==> config.mk <==
export PLATFORM = sky130hd
export DESIGN_NAME = counter_4digit
export DESIGN_NICKNAME = d
export VERILOG_FILES = /design/src/rtl/counter_4digit.sv
export SDC_FILE = /design/constraint.sdc
export NUM_CORES = 1
export LEC_CHECK = 0
export ABC_AREA = 1
export CAP_MARGIN = 20
export CORE_UTILIZATION = 30
export DETAILED_ROUTE_END_ITERATION = 7
export GPL_TIMING_DRIVEN = 0
export PLACE_DENSITY = 0.45
export SYNTH_ARGS = -nofsm -noshare
export SYNTH_HDL_FRONTEND = slang
export SYNTH_SLANG_ARGS = --single-unit
==> constraint.sdc <==
create_clock -name clk -period 2.46 [get_ports clk]
set_clock_uncertainty 0.1 [all_clocks]
set_input_delay 0.738 -clock clk [delete_from_list [all_inputs] [get_ports clk]]
set_output_delay 0.738 -clock clk [all_outputs]
set_load 0.01 [all_outputs]
==> src/rtl/counter_4digit.sv <==
// rtl/counter_4digit.sv - pausable up/down 0..MAX counter with prescaled tick, preload and start/stop toggle
module counter_4digit #(
    parameter int CLK_FREQ = 50_000_000,
    parameter int TICK_HZ  = 1,
    parameter int N        = 10,
    parameter int MAX      = 999
) (
    input  logic         clk,
    input  logic         rst,
    input  logic         btn_ss,
    input  logic         up,
    input  logic         load,
    input  logic [N-1:0] load_val,
    output logic [N-1:0] count,
    output logic         running,
    output logic         tick,
    output logic         wrap
);

    localparam int DIV = CLK_FREQ / TICK_HZ;
    localparam int PW  = (DIV > 1) ? $clog2(DIV) : 1;
    localparam logic [N-1:0]  MAX_N   = N'(MAX);
    localparam logic [PW-1:0] PS_LAST = PW'(DIV - 1);

    typedef enum logic {
        IDLE = 1'b0,
        RUN  = 1'b1
    } state_t;

    state_t        state_q;
    state_t        state_d;
    logic          btn_ss_q;
    logic          btn_edge;
    logic          step;
    logic [PW-1:0] presc_q;
    logic [PW-1:0] presc_d;
    logic [N-1:0]  count_d;
    logic          tick_d;
    logic          wrap_d;

    assign btn_edge = btn_ss & ~btn_ss_q;
    assign step     = (state_q == RUN) && (presc_q == PS_LAST);
    assign running  = (state_q == RUN);

    always_comb begin
        state_d = state_q;
        presc_d = presc_q;
        count_d = count;
        tick_d  = 1'b0;
        wrap_d  = 1'b0;

        if (btn_edge) begin
            state_d = (state_q == IDLE) ? RUN : IDLE;
        end

        if (state_q == RUN) begin
            presc_d = step ? '0 : presc_q + 1'b1;
        end

        // Load overrides any step in the same cycle; the run state still toggles.
        if (load) begin
            count_d = (load_val > MAX_N) ? MAX_N : load_val;
            presc_d = '0;
        end else if (step) begin
            tick_d = 1'b1;
            if (up) begin
                if (count == MAX_N) begin
                    count_d = '0;
                    wrap_d  = 1'b1;
                end else begin
                    count_d = count + 1'b1;
                end
            end else begin
                if (count == '0) begin
                    count_d = MAX_N;
                    wrap_d  = 1'b1;
                end else begin
                    count_d = count - 1'b1;
                end
            end
        end
    end

    always_ff @(posedge clk) begin
        if (rst) begin
            state_q  <= IDLE;
            btn_ss_q <= 1'b0;
            presc_q  <= '0;
            count    <= '0;
            tick     <= 1'b0;
            wrap     <= 1'b0;
        end else begin
            state_q  <= state_d;
            btn_ss_q <= btn_ss;
            presc_q  <= presc_d;
            count    <= count_d;
            tick     <= tick_d;
            wrap     <= wrap_d;
        end
    end

endmodule

* After elaboration in Yosys (flattened, before gate mapping)
Cells that the tools add are included.
** Word-level totals
- Bits in registers :: 40
- Output and inout port bits :: 13
- Logic and storage cells :: 32
** Cells by class
- Add/sub/neg operators :: 3
- Magnitude comparators :: 1
- Eq/ne operators :: 2
- Multiplexer cells :: 12
- Bitwise operators :: 3
- Reductions and logical operators :: 5
** Operators by type and width (count)
- $mux 10 :: 6
- $add 26x1->26 const B :: 1
- $eq 26x26->1 const B :: 1
- $mux 26 :: 1
- $add 10x1->10 const B :: 1
- $eq 10x10->1 const B :: 1
- $gt 10x10->1 const B :: 1
- $logic_not 10->1 :: 1
- $sub 10x1->10 const B :: 1
- $mux 1 :: 5
- $reduce_or 3->1 :: 1
- $not 1->1 :: 2
- $reduce_bool 2->1 :: 1
- $reduce_or 2->1 :: 1
- $and 1x1->1 :: 1
- $logic_and 1x1->1 :: 1

* Logic depth before layout (Yosys ltp)
Gate-level depths: netlist of the first run.
- Depth in word-level cells :: 5
- Mapped depth :: 11
- Depth with buffers taken out :: 11

* Worst setup path before layout of the first run
No wires, ideal clock.
- Path kind :: input-to-reg
- From :: in up
- To :: reg count[9]
- Setup time :: 0.058 ns
- Data arrival time :: 1.559 ns
- Required time :: 2.302 ns
- Path slack :: 0.742 ns
- Stages on the path :: 7
- Buffers on the path :: 1
- Cell sequence :: buf_2 -> clkinv_1 -> a21oi_1 -> nand3_1 -> nand3_1 -> nand2_1 -> nand2_1
** On the way
- Cells in the longest elaborated chain, start to end :: 3
** Ends and longest elaborated chain
- start, declared :: line 11 : input logic up,
- $mux 10 :: line 66 : if (up) begin
- $mux 10 :: line 64 : end else if (step) begin
- $mux 10 :: line 61 : if (load) begin
- end signal, assigned :: line 96 : count <= count_d;
- end, declared :: line 14 : output logic [N-1:0] count,
No other way between the ends. The select of a mux whose other input is x is not followed.
A chain may end at the register's enable or synchronous reset.

* Worst setup path after layout of the first run
- From :: reg count[6]
- To :: out count[6]
No word-level cell between the ends.

==> results.md, run 1 <==
- Status: finished clean
- Leak Pwr: 1.38 nW
- Largest net degree at the start of global routing: 13
- Hold Buf Count CTS: 0
- Final Max Tran Viols: 0
- CP delay by family, top: buffers and inverters
- HPWL after DPL: 6260 µm
- Clock buffer depth: 2
- Pre-CTS setup slack: -79.1 ps
- DR WL met3: 374 µm
- WP buf/inv: 1
- Clock sinks: 40
- WS Path Type: reg -> out
- Vias in the first global route: 2680
- WP data arrival: 1390 ps
- Crit Path Max Fanout: 8
- Uppermost routed layer: met4
- Antenna viol nets, final: 0
- Core footprint: 8380 µm²
- Setup bufs post-CTS: 0
- Via density: 4.80
- Avg Cell Area, Syn: 5.79 µm²
- Global route overflow: 0
- Syn Inst Count: 459
- PortBufs: 26
- Clock transition at path regs: 80 ps
- Total track usage: 19.0%
- CP Capture Type: output port
- Clock latency at the later pin of the worst-skew pair: 300 ps
- Initial antenna violation count: 0
- Slew @ Worst Pin: 482 ps
- Final setup fails: 0
- H-tree depth: 2
- Worst VDD drop: 237 µV
- Mapped Area: 2660 µm²
- Routed via count: 2871
- Die H: 96.1 µm
- Worst slew margin: 67.5%
- # fillers: 954
- First-pass GRT wire length: 13300 µm
- Row count: 33
- Syn_nets: 477
- CP max stage delay: 600 ps
- IO Count: 28
- RePlAce Congestion: 0.811
- Met2 wire length: 3590 µm
- Metal1 wirelength: 3920 µm
- CTS tree: built
- WL/cell: 13.6 µm
- Starting Density: 31.7%
- Antenna fix cells: 0
- RSZ-0062 raised after global routing: no
- Placed insts: 590
- CTS root buf: clkbuf_8
- Cts bufs inserted: 5
- DIE AREA: 9230 µm²
- Initial drt markers: 96
- # DRC: 0
- Hold Slack: 390 ps
- CTS resizes: 0
- Pwr Density: 488 nW/µm²
- Setup slack after layout: 233 ps
- Fin crit share: 90.5%
- Slowest cell on crit path: clkdlybuf4s50_1
- Area growth, synth to finish: 19.5%
- Synth cell types: 30
- Final Util: 37.9%
- Layout cell share with drive strength beyond 1: 6.29%
- Nets@finish: 510
- Total Neg Setup Slack: 0 ps
- Max-cap check violation count: 0
- YS warnings: 0
- Die width: 96.1 µm
- Post-Route WL: 8120 µm
- Max Clock Freq: 449 MHz
- DR pass1 iterations: 4
- Required time worst endpoint: 1620 ps
- Fin. Hold Viols: 0
- HP Class: reg -> reg
- Startpoint Class: flop
- Tmin final: 2230 ps
- Post-Layout Cell Count: 598
- Crit-path cells: clkdlybuf4s50_1
- Seq/Total Area, Yosys: 30.1%
- Yosys reg bits: 40
[power by group]
part	switching, W	internal (W)	leakage (nW)	total (W)
logic	0.000148	0.000102	0.994	0.000251
clock network	0.000252	0.000359	0.0645	0.000610
registers	0.0000246	0.000663	0.325	0.000688
[sequential cells by signal (all words and copies together), names as in the netlist]
name and flops:
btn_ss_q 1, tick 1, running 1, presc_q 26
count 10, wrap 1
[layout make-up]
type	instances	area, µm²	share of cell area (%)
timing repair buffer	26	260	8.20
multi-input combinational	359	1610	50.8
tap	105	131	4.14
inverter	54	208	6.54
clock inverter	1	30.0	0.946
clock buffer	7	96.3	3.04
buffer	6	36.3	1.14
sequential	40	801	25.2
[metal layers]
metal / vias up / GRT usage, %
met5: - / 0
met4: 0 / 7.71
met3: 18 / 2.92
met2: 77 / 30.3
met1: 1256 / 25.4
li1: 1520 / -
[worst reg2reg max path, cell delays in order (launching register included)]
cell and delay (ps):
dfxtp_1 370, inv_1 140, ha_1 270, inv_1 60, nor2_1 140, nand3_1 170
o21ai_0 460, nor2_1 100, nor2_1 100, nor2_1 50
[cells by family (layout without fill, tap and decap cells)]
kind of cell,Yosys count,count (layout),share of synthesized area (%)
buffers and inverters,60,94,9.18
XOR/XNOR,2,2,0.660
AO/OA/AOI/OAI,25,25,4.95
flip-flops,40,40,30.1
AND/OR/NAND/NOR,329,329,53.7
adder cells (fa/ha/maj),3,3,1.41
[final timing paths]
path	startpoint	endpoint	slack, ps	depth (start not counted)
max	count[6]	count[6]	230	1
min	presc_q[1]	presc_q[1]	390	2
max reg2reg	count[0]	count[4]	420	9
min reg2reg	presc_q[1]	presc_q[1]	390	2
[cell usage after synthesis]
| cell type | count | share of area [%] |
|---|---|---|
| xnor2_1 | 1 | 0.33 |
| inv_1 | 50 | 7.1 |
| nand3_1 | 49 | 9.2 |
| or2_2 | 2 | 0.47 |
| a31oi_1 | 1 | 0.24 |
| nor4_1 | 1 | 0.24 |
| a211oi_1 | 2 | 0.57 |
| o21ai_0 | 14 | 2.6 |
| nor3_2 | 1 | 0.38 |
| nor2_1 | 101 | 14 |
| buf_6 | 1 | 0.42 |
| inv_2 | 1 | 0.14 |
| ha_1 | 3 | 1.4 |
| a21oi_1 | 8 | 1.5 |
| nor3_1 | 9 | 1.7 |
| nand2_1 | 138 | 20 |
| nor2_2 | 2 | 0.47 |
| nor2_4 | 2 | 0.85 |
| nand2_4 | 2 | 0.85 |
| buf_2 | 5 | 0.94 |
| inv_6 | 1 | 0.33 |
| xor2_1 | 1 | 0.33 |
| nor3b_1 | 1 | 0.28 |
| and2_1 | 1 | 0.24 |
| nand3_4 | 1 | 0.66 |
| nand2_2 | 5 | 1.2 |
| nand3b_1 | 1 | 0.28 |
| clkinv_1 | 2 | 0.28 |
| dfxtp_1 | 40 | 30 |
| nand4_1 | 13 | 3.1 |
[through the flow]
step	total power, W	instance area (µm²)
floorplan	0.000848	2660
global placement	0.000954	3050
detailed placement	0.000952	3050
CTS	0.00157	3170
global route	0.00163	3170
finish	0.00155	3170
[placed cells by master (no fill, tap or decap), types with 2 or more instances in the layout]
cell type and instances:
ha_1 3, nor2_1 101, nand4_1 13, clkinv_1 2
nand3_1 49, clkdlybuf4s50_1 26, inv_1 50, nand2_4 2
or2_2 2, nor2_2 2, buf_2 5, nand2_1 138
nor3_1 9, nor2_4 2, o21ai_0 14, a21oi_1 8
nand2_2 5, dfxtp_1 40, clkbuf_8 7, a211oi_1 2
Power figures use the tool's default switching activity.
==> inputs of run 2 (changes only) <==
--- a/config.mk
+++ b/config.mk
@@ -11,6 +11,7 @@
 export DETAILED_ROUTE_END_ITERATION = 7
 export GPL_TIMING_DRIVEN = 0
 export PLACE_DENSITY = 0.45
+export RECOVER_POWER = 100
 export SYNTH_ARGS = -nofsm -noshare
 export SYNTH_HDL_FRONTEND = slang
 export SYNTH_SLANG_ARGS = --single-unit
==> results.md, run 2 (same netlist as run 1, synthesis figures left out) <==
- Nets@finish: 510 (unchanged)
- HP Class: reg -> reg (unchanged)
- Total track usage: 19.0% (unchanged)
- Largest net degree at the start of global routing: 13 (unchanged)
- Antenna viol nets, final: 0 (unchanged)
- CTS tree: built (unchanged)
- Fin crit share: 92.6% (was 90.5%)
- Die width: 96.1 µm (unchanged)
- Total Neg Setup Slack: 0 ps (unchanged)
- Max Clock Freq: 439 MHz (was 449 MHz)
- Leak Pwr: 1.42 nW (was 1.38 nW)
- H-tree depth: 2 (unchanged)
- Layout cell share with drive strength beyond 1: 6.29% (unchanged)
- Global route overflow: 0 (unchanged)
- DR pass1 iterations: 5 (was 4)
- Row count: 33 (unchanged)
- Vias in the first global route: 2680 (unchanged)
- Power, Total: 0.00154 W (was 0.00155 W)
- HPWL after DPL: 6260 µm (unchanged)
- WP data arrival: 2410 ps (was 1390 ps)
- Cts bufs inserted: 5 (unchanged)
- DIE AREA: 9230 µm² (unchanged)
- Via density: 4.79 (was 4.80)
- Worst VDD drop: 237 µV (about the same)
- Clock transition at path regs: 80 ps (about the same)
- Initial antenna violation count: 0 (unchanged)
- Required time worst endpoint: 2590 ps (was 1620 ps)
- Pwr Density: 485 nW/µm² (was 488 nW/µm²)
- Slowest cell on crit path: dlygate4sd3_1 (was clkdlybuf4s50_1)
- Hold Startpoint: presc_q[1] (unchanged)
- Max-cap check violation count: 0 (unchanged)
- Final Max Tran Viols: 0 (unchanged)
- Crit Path Max Fanout: 10 (was 8)
- Fin. Hold Viols: 0 (unchanged)
- Largest Register: presc_q (unchanged)
- Worst slew margin: 67.6% (was 67.5%)
- First-pass GRT wire length: 13300 µm (unchanged)
- CP max stage delay: 650 ps (was 600 ps)
- Clock buffer depth: 2 (unchanged)
- Largest regs: presc_q (26), count (10) (unchanged)
- Post-Route WL: 8080 µm (was 8120 µm)
- CTS resizes: 0 (unchanged)
- Crit path to: presc_q[21] (was count[6])
- Slew @ Worst Pin: 481 ps (was 482 ps)
- Startpoint Class: input port (was flop)
- R2R cell count: 9 (unchanged)
- Core footprint: 8380 µm² (unchanged)
- # DRC: 0 (unchanged)
- IO Count: 28 (unchanged)
- Fin area: 3170 µm² (unchanged)
- Area after DPL: 3050 µm² (unchanged)
- RePlAce Congestion: 0.811 (unchanged)
- Area growth, synth to finish: 19.5% (unchanged)
- CP Capture Type: flop (was output port)
- Initial drt markers: 96 (unchanged)
- Hold Buf Count CTS: 0 (unchanged)
- Clock sinks: 40 (unchanged)
- PortBufs: 26 (unchanged)
- WL/cell: 13.5 µm (was 13.6 µm)
- Most frequent cells in the layout: nand2_1, nor2_1, inv_1 (unchanged)
- Clock latency at the later pin of the worst-skew pair: 300 ps (about the same)
- Starting Density: 31.7% (unchanged)
- CTS root buf: clkbuf_8 (unchanged)
- Antenna fix cells: 0 (unchanged)
- Routed via count: 2862 (was 2871)
- Die H: 96.1 µm (unchanged)
- Most common cell after layout, fill and taps aside: nand2_1 (unchanged)
- Status: finished clean (unchanged)
- Max FFs per register: 26 (unchanged)
- Setup bufs post-CTS: 0 (unchanged)
- RSZ-0062 raised after global routing: no (unchanged)
- R2R Path End: count[4] (unchanged)
- Worst R2R Setup Slack: 420 ps (about the same)
- Hold Slack: 390 ps (about the same)
- Tmin final: 2280 ps (was 2230 ps)
- CP Launch Point: load (was count[6])
- Final setup fails: 0 (unchanged)
- WS Path Type: in -> reg (was reg -> out)
- # fillers: 954 (unchanged)
- Launch point of the worst reg-to-reg path: count[0] (unchanged)
- Crit-path cells: dlygate4sd3_1 > inv_1 > nand3_4 > inv_6 > buf_6 > nand2_1 > nor2_1 (was clkdlybuf4s50_1)
[run 2: cell count changes in the layout (fill, tap and decap cells not counted), sizes merged]
cell,previous run,this run
dlygate4sd3,0,16
clkdlybuf4s50,26,10
[run 2: through the flow]
| step | util, % | std cells | setup WS [ps] |
|---|---|---|---|
| 2_1_floorplan | - | 459 | 742 |
| 3_3_place_gp | 36.4 | 590 | -72.2 |
| 3_5_place_dp | 36.4 | 590 | -79.1 |
| 4_1_cts | 37.9 | 598 | 208 |
| 5_1_grt | 37.9 | 598 | 71.1 |
| 6_report | 37.9 | 598 | 181 |
[run 2: final cells by class]
cell class	instances	area, µm²	share of cell area [%]
clock inverters	1	30.0	0.946
plain buffers	6	36.3	1.14
well taps	105	131	4.14
repair buffers	26	260	8.20
flip-flops and latches	40	801	25.2
inverters	54	208	6.54
multi-input cells	359	1610	50.8
clock buffers	7	96.3	3.04
[run 2: worst min-delay path by stage]
stage | endpoint | slack, ps | cells after the start
finish | presc_q[1] | 390 | 2
global route | presc_q[1] | 420 | 2
CTS | presc_q[1] | 390 | 2
detailed placement | presc_q[1] | 380 | 2
global placement | presc_q[1] | 380 | 2
floorplan | presc_q[1] | 360 | 2
[run 2: metal layers]
metal / GRT usage, % / part of all wire [%] / vias to the layer above
li1: - / - / 1522
met1: 25.4 / 48 / 1252
met2: 30.3 / 45 / 70
met3: 2.92 / 4.6 / 18
met4: 7.71 / 2.9 / 0
met5: 0 / 0 / -
[run 2: power breakdown]
part	internal, W	leakage [nW]	switching [W]
combinational	0.0000960	1.03	0.000147
clock	0.000359	0.0645	0.000251
sequential	0.000663	0.325	0.0000237
total	0.00112	1.42	0.000422
[run 2: worst max-delay path: cells and delay by family]
kind	cells	cell delay, ps
buffers and inverters	4	1270
and+or+nand+nor	3	380
==> inputs of run 3 (changes only) <==
--- a/config.mk
+++ b/config.mk
@@ -12,6 +12,7 @@
 export GPL_TIMING_DRIVEN = 0
 export PLACE_DENSITY = 0.45
 export RECOVER_POWER = 100
+export SKIP_LAST_GASP = 1
 export SYNTH_ARGS = -nofsm -noshare
 export SYNTH_HDL_FRONTEND = slang
 export SYNTH_SLANG_ARGS = --single-unit
==> results of run 3 <==
The final DEF is identical to that of run 2; final timing and power are the same.
